<file path="src/rtl/sipo_reg.sv">
// Serial-in/parallel-out word register: MSB-first capture, framed by frame_start, gated by clk_inh.
// par_out updates one cycle after the last bit. No backpressure; an unacked word is overwritten and flags overrun.
module sipo_reg #(
  parameter int WIDTH = 8
) (
  input  logic                     clk,
  input  logic                     N_clr,
  input  logic                     ser_in,
  input  logic                     clk_inh,
  input  logic                     frame_start,
  input  logic                     rd_ack,
  output logic [WIDTH-1:0]         par_out,
  output logic                     byte_valid,
  output logic                     data_full,
  output logic                     overrun,
  output logic                     q_ser,
  output logic [$clog2(WIDTH)-1:0] bit_cnt
);

  localparam int CW = $clog2(WIDTH);
  localparam logic [CW-1:0] CNT_LAST = CW'(WIDTH - 1);
  localparam logic [CW-1:0] CNT_ONE  = CW'(1);

  logic [WIDTH-1:0] shift_q, shift_d;
  logic [CW-1:0]    cnt_q,   cnt_d;
  logic [WIDTH-1:0] par_q,   par_d;
  logic             bv_q,    bv_d;
  logic             full_q,  full_d;
  logic             ovr_q,   ovr_d;

  logic             accept;
  logic             complete;
  logic [WIDTH-1:0] shifted;

  always_comb begin
    accept   = ~clk_inh;
    shifted  = {shift_q[WIDTH-2:0], ser_in};
    // A frame_start bit always starts a new word, so it can never complete one.
    complete = accept & ~frame_start & (cnt_q == CNT_LAST);

    shift_d = shift_q;
    cnt_d   = cnt_q;
    if (accept) begin
      shift_d = shifted;
      if (frame_start) begin
        cnt_d = CNT_ONE;
      end else if (complete) begin
        cnt_d = '0;
      end else begin
        cnt_d = cnt_q + CNT_ONE;
      end
    end

    par_d = complete ? shifted : par_q;
    bv_d  = complete;

    full_d = full_q;
    if (complete) begin
      full_d = 1'b1;
    end else if (rd_ack) begin
      full_d = 1'b0;
    end

    // An ack arriving with the new word counts as having consumed the old one.
    ovr_d = ovr_q | (complete & full_q & ~rd_ack);
  end

  always_ff @(posedge clk) begin
    if (!N_clr) begin
      shift_q <= '0;
      cnt_q   <= '0;
      par_q   <= '0;
      bv_q    <= 1'b0;
      full_q  <= 1'b0;
      ovr_q   <= 1'b0;
    end else begin
      shift_q <= shift_d;
      cnt_q   <= cnt_d;
      par_q   <= par_d;
      bv_q    <= bv_d;
      full_q  <= full_d;
      ovr_q   <= ovr_d;
    end
  end

  assign par_out    = par_q;
  assign byte_valid = bv_q;
  assign data_full  = full_q;
  assign overrun    = ovr_q;
  assign q_ser      = shift_q[WIDTH-1];
  assign bit_cnt    = cnt_q;

endmodule

</file>
<file path="config.mk">
export PLATFORM = sky130hd
export DESIGN_NAME = sipo_reg
export DESIGN_NICKNAME = d
export VERILOG_FILES = /design/src/rtl/sipo_reg.sv
export SDC_FILE = /design/constraint.sdc
export NUM_CORES = 1
export LEC_CHECK = 0
export ABC_CLOCK_PERIOD_IN_PS = 2100
export CAP_MARGIN = 25
export CORE_UTILIZATION = 40
export CTS_BUF_LIST = sky130_fd_sc_hd__clkbuf_8
export CTS_CLUSTER_DIAMETER = 120
export DETAILED_ROUTE_END_ITERATION = 8
export PLACE_DENSITY_LB_ADDON = 0.2
export SLEW_MARGIN = 25
export SYNTH_ARGS = -nofsm -noshare
export SYNTH_HDL_FRONTEND = slang
export SYNTH_SLANG_ARGS = --single-unit
</file>
<file path="constraint.sdc">
create_clock -name clk -period 2.1 [get_ports clk]
set_clock_uncertainty 0.2 [all_clocks]
set_input_delay 0.42 -clock clk [delete_from_list [all_inputs] [get_ports clk]]
set_output_delay 0.42 -clock clk [all_outputs]
set_load 0.02 [all_outputs]
</file>
==> results.sh <==
export IMPL_drive_gt1_share_pct=8.57
export IMPL_gr_total_overflow=0
export IMPL_tightestPinTransition_ns=0.257
export IMPL_syn_area_um2=866
export IMPL_setup_ws_ns=0.229
export IMPL_finalCritPeriodShare_pct=89.1
export IMPL_fin_crit_ns=1.87
export IMPL_arrival_ns=1.25
export IMPL_avgRoutedWirePerCell_um=11.1
export IMPL_io_pins=21
export IMPL_synth_flop_cell="dfxtp_1"
export IMPL_die_height_um=48.5
export IMPL_initial_core_util_pct=43.2
export IMPL_area_delta_synth_final_pct=31.9
export IMPL_hpwl_mm=1.01
export IMPL_worst_path_largest_cell_delay_ns=0.62
export IMPL_coreArea_um2=2000
export IMPL_path_max_fanout=4
export IMPL_grt_setup_unrepaired="false"
export IMPL_clk_path_buf_depth=2
export IMPL_synthSimpleGateAreaFrac_pct=19.9
export IMPL_crit_start="bit_cnt[0]"
export IMPL_cts_resized=0
export IMPL_drc_errors=0
export IMPL_synth_compound_area_share_pct=4.77
export IMPL_synth_yosys_seq_area_share_pct=50.9
export IMPL_end_kind="output pin"
export IMPL_rows=16
export IMPL_wl_mm=1.46
export IMPL_synth_top_cell_area_share_pct=50.9
export IMPL_worstReg2RegStart="bit_cnt[0]"
export IMPL_antenna_found_initial=0
export IMPL_yosysMostFrequentCell="dfxtp_1"
export IMPL_cp_top_family="buffers and inverters"
export IMPL_drtPass1Iterations=2
export IMPL_final_util_pct=57.1
export IMPL_holdBufCountCts=0
export IMPL_gp_congestion=0.653
export IMPL_via_count=622
export IMPL_synth_xor_area_share_pct=0
export IMPL_maxCapViolCount=0
export IMPL_cts_buffers=3
export IMPL_leakagePower_nw=0.418
export IMPL_cts_sinks=22
export IMPL_die_w_um=48.5
export IMPL_path_clk_slew_ns=0.07
export IMPL_routed_via_density=4.71
export IMPL_cts_setup_buffers=0
export IMPL_yosysWarnings=0
export IMPL_ant_nets=0
export IMPL_synth_seq_cells=22
export IMPL_outcome="completed"
export IMPL_synth_adder_area_share_pct=2.89
export IMPL_slew_headroom_pct=82.9
export IMPL_finalHoldViolations=0
export IMPL_final_nets=115
export IMPL_cts_tree="built"
export IMPL_finalSetupTns_ns=0
export IMPL_syn_nets=92
export IMPL_fp_dieArea_um2=2350
export IMPL_cts_root_buffer="clkbuf_8"
export IMPL_antenna_cells=0
export IMPL_synthTopCellsByArea="dfxtp_1 (51%), mux2i_1 (18%), nand2_1 (7.8%)"
export IMPL_slew_violations=0
export IMPL_async_flop_share_pct=0
export IMPL_synth_area_leader_cell="dfxtp_1"
export IMPL_grt_pass1_vias=626
export IMPL_drt_initial_drc_count=1
export IMPL_setup_viol=0
export IMPL_pre_cts_ws_ns=0.178
export IMPL_synth_top_family_by_area="simple AND/OR/NAND/NOR gates"
export IMPL_synth_area_mux_share_pct=18.5
export IMPL_worstPathCellList="clkdlybuf4s50_1"
export IMPL_grt_usage_pct=15.1
export IMPL_cts_max_level=1
export IMPL_critPathBufInv=1
export IMPL_fmax_mhz=534
export IMPL_grt_max_degree=31
export IMPL_vdd_ir_drop_max_mv=0.291
export IMPL_synth_cells=84
export IMPL_numPortBuffers=20
export IMPL_syn_avg_cell_area_um2=10.3
export IMPL_worstSkewPairLatency_ns=0.25
export IMPL_hold_start="par_out[0]"
export IMPL_start_kind="flop"
export IMPL_grt_pass1_wl_mm=2.75
export IMPL_p_per_area_nw_per_um2=636
export IMPL_crit_type="reg2out"
export IMPL_synth_edf_count=0
export IMPL_crit_slowest_cell="clkdlybuf4s50_1"
export IMPL_fin_area_um2=1140
export IMPL_ys_top_cells_by_count="dfxtp_1 (22), nand2_1 (18), mux2i_1 (16), nor2b_1 (9), clkbuf_1 (3)"
export IMPL_hp_class="reg2reg"
export IMPL_post_dp_cell_area_um2=1100
export IMPL_synth_cell_types=18
export IMPL_crit_required_ns=1.48
## placed cells by master (no fill, tap or decap), drive strengths merged
cell type,n
o311a,1
clkdlybuf4s50,20
and2,2
or4b,1
nor2,1
mux2i,16
nor3b,1
clkbuf,3
or3b,1
dfxtp,22
a31o,1
nand2b,1
ha,2
nand2,18
o21a,1
nor2b,9
a21boi,2
buf,3
## routing by layer
| layer | track usage, % | vias up | wire [um] |
|---|---|---|---|
| met5 | 0 | - | 0 |
| met4 | 5.88 | 0 | 0 |
| met3 | 3.77 | 0 | 47 |
| met2 | 26.5 | 10 | 732 |
| met1 | 17.4 | 289 | 680 |
| li1 | - | 323 | - |
## sequential cells by signal (all words and copies together) (netlist names)
name,cells
bit_cnt,3
overrun,1
par_out,8
shift_q,8
data_full,1
byte_valid,1
## power breakdown
part           internal (mW)  leakage [nW]  total, mW  switching (mW)
sequential             0.421         0.178      0.425         0.00382
clock                  0.128        0.0216      0.253           0.125
combinational         0.0261         0.218     0.0489          0.0228
## path summary, 6_finish.rpt
check | cells after the start | to | slack [ns]
min | 2 | par_out[0] | 0.26
max reg2reg | 4 | bit_cnt[2] | 0.46
max | 1 | bit_cnt[0] | 0.23
min reg2reg | 2 | par_out[0] | 0.26
## through the flow
step,total power [mW],cells,hold slack [ns]
final,0.727,132,0.256
after global routing,0.755,132,0.286
after CTS,0.736,132,0.260
after detailed placement,0.485,129,0.249
after global placement,0.483,129,0.244
after floorplan,0.462,84,0.250
## cell families (layout without fill, tap and decap cells)
kind of cell	after synthesis	in the layout
DFF	22	22
and+or+nand+nor	34	34
buffers and inverters	5	26
AOI/OAI and AO/OA	5	5
adders and majority gates	2	2
muxes	16	16
## layout make-up
type / count / area, um^2
fill: 186 / 860
sequential: 22 / 440
multi-input combinational: 57 / 404
timing repair buffer: 23 / 223
clock buffer: 3 / 41.3
tap: 27 / 33.8
(Power assumes the default switching activity.)
==> variant 1, RTL diff (same flow settings) <==
`WIDTH`: 8 -> 16.
--- a/src/rtl/sipo_reg.sv
+++ b/src/rtl/sipo_reg.sv
@@ -1,7 +1,7 @@
 // Serial-in/parallel-out word register: MSB-first capture, framed by frame_start, gated by clk_inh.
 // par_out updates one cycle after the last bit. No backpressure; an unacked word is overwritten and flags overrun.
 module sipo_reg #(
-  parameter int WIDTH = 8
+  parameter int WIDTH = 16
 ) (
   input  logic                     clk,
   input  logic                     N_clr,
Interface: changed (resized bit_cnt and par_out); port bits go from 21 to 30. The function was not compared with the original's and may differ.
==> variant 1 against the unedited design <==
- combinational power rose by 33%
- non-clock buffer count rose by 11
- die area rose by 57%
- sequential cell count rose by 17
- hold slack improved by 0.0016 ns
- cell area rose by 61%
- worst setup slack got worse by 0.079 ns
- highest routed layer is now met4
- utilization fell by 2.0 points
- routed wire length rose by 76%
- largest cell class unchanged
- maximum frequency fell by 4.1%
- synthesized area rose by 60%
- power rose by 98%
- critical path type unchanged
==> variant 1: results (changes against the unedited design) <==
* CTS Buffer Depth at 2 (unchanged)
* Worst-Margin Slew at 0.814 ns (+0.557 ns)
* Total iterations of the first detailed-routing run at 4 (+2)
* Synth cell types at 24 (+6)
* DP Wirelength at 1.66 mm (+64%)
* Ys async rst share at 0 (unchanged)
* CP arrival at 1.33 ns (+0.08 ns)
* Met3 Usage GRT at 0.0661 (+0.0284)
* Outcome: finished clean
* Top cells by count, synth: dfxtp_1, nor2_1, a22o_1, mux2i_1
* Vias in the first global route at 955 (+53%)
* Leakage at 0.000738 uW (+77%)
* P_seq at 749 uW (+76%)
* Met2 global-route usage at 0.261 (-0.00466)
* Avg WL per Cell at 12.7 um (+15%)
* Share of cells above drive strength 1 at 0.0962 (+0.0104)
* Max layer used: met4
* Sw Ratio at 0.197 (-0.0114)
* Port bufs at 29 (+45%)
* Via density at 4.87 (+3.4%)
* WL met2 at 1.24 mm (+69%)
* Synth top area cells: dfxtp_1, mux2i_1, a22o_1
* Antenna violations before repair at 0 (unchanged)
* Worst-skew pair later-pin latency at 0.29 ns (+0.04 ns)
* CP peak stage delay at 0.64 ns (+0.02 ns)
* H-tree levels at 2 (+1)
* Detailed Route Iter0 Violations at 51 (+50)
* Final #Nets at 162 (+41%)
* Postcts setup bufs at 0 (unchanged)
* Syn nets at 129 (+40%)
* Met3 wire length at 118 um (+150%)
* Overall power after layout at 1440 uW (+98%)
* VDD IR max at 0.000488 V (+68%)
* Critical path's top delay family: buffers and inverters
* CP Max Fanout at 6 (+2)
* Total track usage at 0.161 (+0.0109)
* Seq/Total Area, Yosys at 0.563 (+0.0540)
* Total CTS buffers at 5 (+2)
* DP Area at 1720 um^2 (+56%)
* Metal-1 WL at 1.18 mm (+73%)
* Global placer's final weighted congestion at 0.822 (+26%)
* First-pass GRT wire length at 4.31 mm (+57%)
* Met1 global-route usage at 0.194 (+0.0198)
* Largest net degree at the start of global routing at 24 (-23%)
* P_comb at 64.9 uW (+33%)
==> variant 1: cell count changes after synthesis, moves of 3 or more <==
| cell | change |
|---|---|
| dfxtp_1 | +17 |
| buf_2 | +3 |
| nor2_1 | +18 |
| nor2b_1 | -9 |
| nand2_1 | -15 |
| a22o_1 | +16 |
| o21ai_0 | +3 |
| a21oi_1 | +3 |
==> variant 1: cell type report <==
class	instances	area, um^2
inverters	1	3.75
fillers	324	1500
clock inverters	2	35.0
multi-input cells	74	538
flip-flops and latches	39	781
well taps	46	57.6
repair buffers	34	340
clock buffers	6	82.6
==> variant 1: path summary, 6_finish.rpt <==
kind,cells past startpoint,startpoint,slack [ns],end
setup / recovery,1,bit_cnt[0]$_SDFFE_PN0N_,0.15,bit_cnt[0]
hold / removal,2,overrun$_SDFF_PN0_,0.26,overrun$_SDFF_PN0_
setup reg to reg,3,bit_cnt[0]$_SDFFE_PN0N_,0.27,par_out[1]$_SDFFE_PN0P_
hold reg to reg,2,overrun$_SDFF_PN0_,0.26,overrun$_SDFF_PN0_
==> variant 1: kinds of logic after synthesis <==
kind of cell | count (synthesis) | share of synthesized area
AOI/OAI and AO/OA | 28 | 0.156
adders and majority gates | 1 | 0.00902
buffers and inverters | 9 | 0.0496
DFF | 39 | 0.563
muxes | 16 | 0.115
and+or+nand+nor | 29 | 0.107
==> variant 1: metrics by stage <==
step	cells	worst slack, ns	hold WS (ns)	util	setup TNS, ns
6_report	202	0.150	0.258	0.551	0
5_1_grt	202	0.0791	0.296	0.551	0
4_1_cts	202	0.131	0.265	0.551	0
3_5_place_dp	194	-0.101	0.251	0.516	-1.55
3_3_place_gp	194	-0.0433	0.243	0.516	-0.534
2_1_floorplan	122	0.441	0.271	-	0
==> variant 2, RTL diff (same flow settings) <==
Made on the original files. Register the output `overrun` once more; this adds one clock of latency there. The other outputs are not delayed to match. Comments in the files are not updated.
--- a/src/rtl/sipo_reg.sv
+++ b/src/rtl/sipo_reg.sv
@@ -86,7 +86,9 @@
   assign par_out    = par_q;
   assign byte_valid = bv_q;
   assign data_full  = full_q;
-  assign overrun    = ovr_q;
+  always_ff @(posedge clk) begin
+    overrun <= ovr_q;
+  end
   assign q_ser      = shift_q[WIDTH-1];
   assign bit_cnt    = cnt_q;
 
Check against the original RTL: no difference found for any inputs over 10 cycles, from zero or initial values; that may be too few to reach the edited logic, so the function may still have changed.
==> variant 2 against the unedited design <==
- final cell count increased by 1.5%
- sequential cell count up 1
- power up 4.1%
- die area is 2.2% higher
- sequential power grew 4%
- routed wire length is 1.5% higher
- worst setup slack worse by 0.020 ns
- synthesized area increased by 2.3%
- critical path depth unchanged
- count of clock-buffer cells in the layout stayed put
- cell area grew 3.2%
- critical path type unchanged
- largest power group unchanged
==> variant 2: results (changes against the unedited design) <==
* Critical Path Slowest Stage Cell: clkdlybuf4s50_1
* Avg WL per Cell at 11.1 um (about the same)
* CP arrival at 1.27 ns (+0.02 ns)
* Metal-1 WL at 679 um (-0.15%)
* Max layer used: met4
* Via density at 4.75 (+0.88%)
* Port bufs at 20 (unchanged)
* Vias in the first global route at 567 (-9.4%)
* Critical path's top delay family: buffers and inverters
* Share of cells above drive strength 1 at 0.0841 (-0.00160)
* Total track usage at 0.133 (-0.0175)
* Pre-CTS setup slack at 0.162 ns (-0.0164 ns)
* Final WL at 1.48 mm (+1.5%)
* Compound-Gate Fraction of Synth Area at 0.0466 (-0.00108)
* CP peak stage delay at 0.64 ns (+0.02 ns)
* Global placer's final weighted congestion at 0.702 (+7.4%)
* Top cells by count, synth: dfxtp_1, nand2_1, mux2i_1, nor2b_1, clkbuf_1
* Relative slew slack at 0.822 (-0.00650)
* Largest net degree at the start of global routing at 31 (unchanged)
* Outcome: finished clean
* First-pass GRT wire length at 2.47 mm (-10%)
* CTS resizes at 0 (unchanged)
* Detailed Route Iter0 Violations at 2 (+1)
* Leakage at 0.000434 uW (+3.8%)
* Final #Nets at 116 (+0.87%)
* CP Max Fanout at 4 (unchanged)
* Total CTS buffers at 3 (unchanged)
* Placed Cells at 130 (+0.78%)
* Postcts setup bufs at 0 (unchanged)
* H-tree levels at 1 (unchanged)
* Ys Warns at 0 (unchanged)
* Synth top area cells: dfxtp_1, mux2i_1, nand2_1
* Synth cell types at 18 (unchanged)
* Antenna violations before repair at 0 (unchanged)
* DP Wirelength at 989 um (-2.5%)
* WL met2 at 745 um (+1.8%)
* FILL cells at 180 (-3.2%)
* CTS Buffer Depth at 2 (unchanged)
* Total iterations of the first detailed-routing run at 2 (unchanged)
* Met3 wire length at 54 um (+15%)
* HP Class: reg -> reg
* Avg Cell Area, Syn at 10.4 um^2 (+1.1%)
* Post-synthesis mux area share at 0.181 (-0.00418)
* CTS root buffer: clkbuf_8
* XOR/XNOR Fraction of Synth Area at 0 (unchanged)
* Clk slew on worst S/H paths at 0.08 ns
* Ys async rst share at 0 (unchanged)
* VDD IR max at 0.000375 V (+29%)
* Antenna cell count at 0 (unchanged)
* Worst-skew pair later-pin latency at 0.26 ns
* Seq/Total Area, Yosys at 0.520 (+0.0111)
* Syn nets at 93 (+1.1%)
* Post-synthesis adder-cell area fraction at 0.0282 (-0.000653)
variant 2: logic make-up after synthesis:
| logic type | count (synthesis) |
|---|---|
| simple gates | 34 |
| flops | 23 |
| compound gates | 5 |
| mux | 16 |
| fa+ha+maj | 2 |
| buf+inv | 5 |
variant 2: area by class of cell:
type,instances,share of cell area
sequential,23,0.391
multi-input combinational,57,0.343
timing repair buffer,23,0.200
clock buffer,3,0.0350
tap,27,0.0287
clock inverter,1,0.00318
variant 2: metal layers:
metal	global-route usage	vias to the layer above
li1	-	327
met5	0	-
met1	0.162	297
met2	0.231	11
met3	0.0280	2
met4	0.0441	0
variant 2: per-stage QoR:
stage / hold WS (ns) / instance area (um^2) / total power [uW] / utilization
2_1_floorplan: 0.123 / 886 / 482 / -
3_3_place_gp: 0.131 / 1130 / 502 / 0.561
3_5_place_dp: 0.144 / 1130 / 504 / 0.561
4_1_cts: 0.157 / 1180 / 766 / 0.583
5_1_grt: 0.170 / 1180 / 787 / 0.583
6_report: 0.152 / 1180 / 757 / 0.583
variant 2: final timing paths:
path	from	to	slack, ns	cells after the start
hold / removal	ovr_q$_SDFF_PN0_	overrun$_DFF_P_	0.15	0
setup reg to reg	bit_cnt[0]$_SDFFE_PN0N_	bit_cnt[2]$_SDFFE_PN0N_	0.45	4
setup / recovery	bit_cnt[0]$_SDFFE_PN0N_	bit_cnt[0]	0.21	1
hold reg to reg	ovr_q$_SDFF_PN0_	overrun$_DFF_P_	0.15	0
variant 2: power breakdown:
part	switching [uW]	internal, uW
clock	133	130
combinational	23.3	26.0
sequential	3.69	440
total	160	597
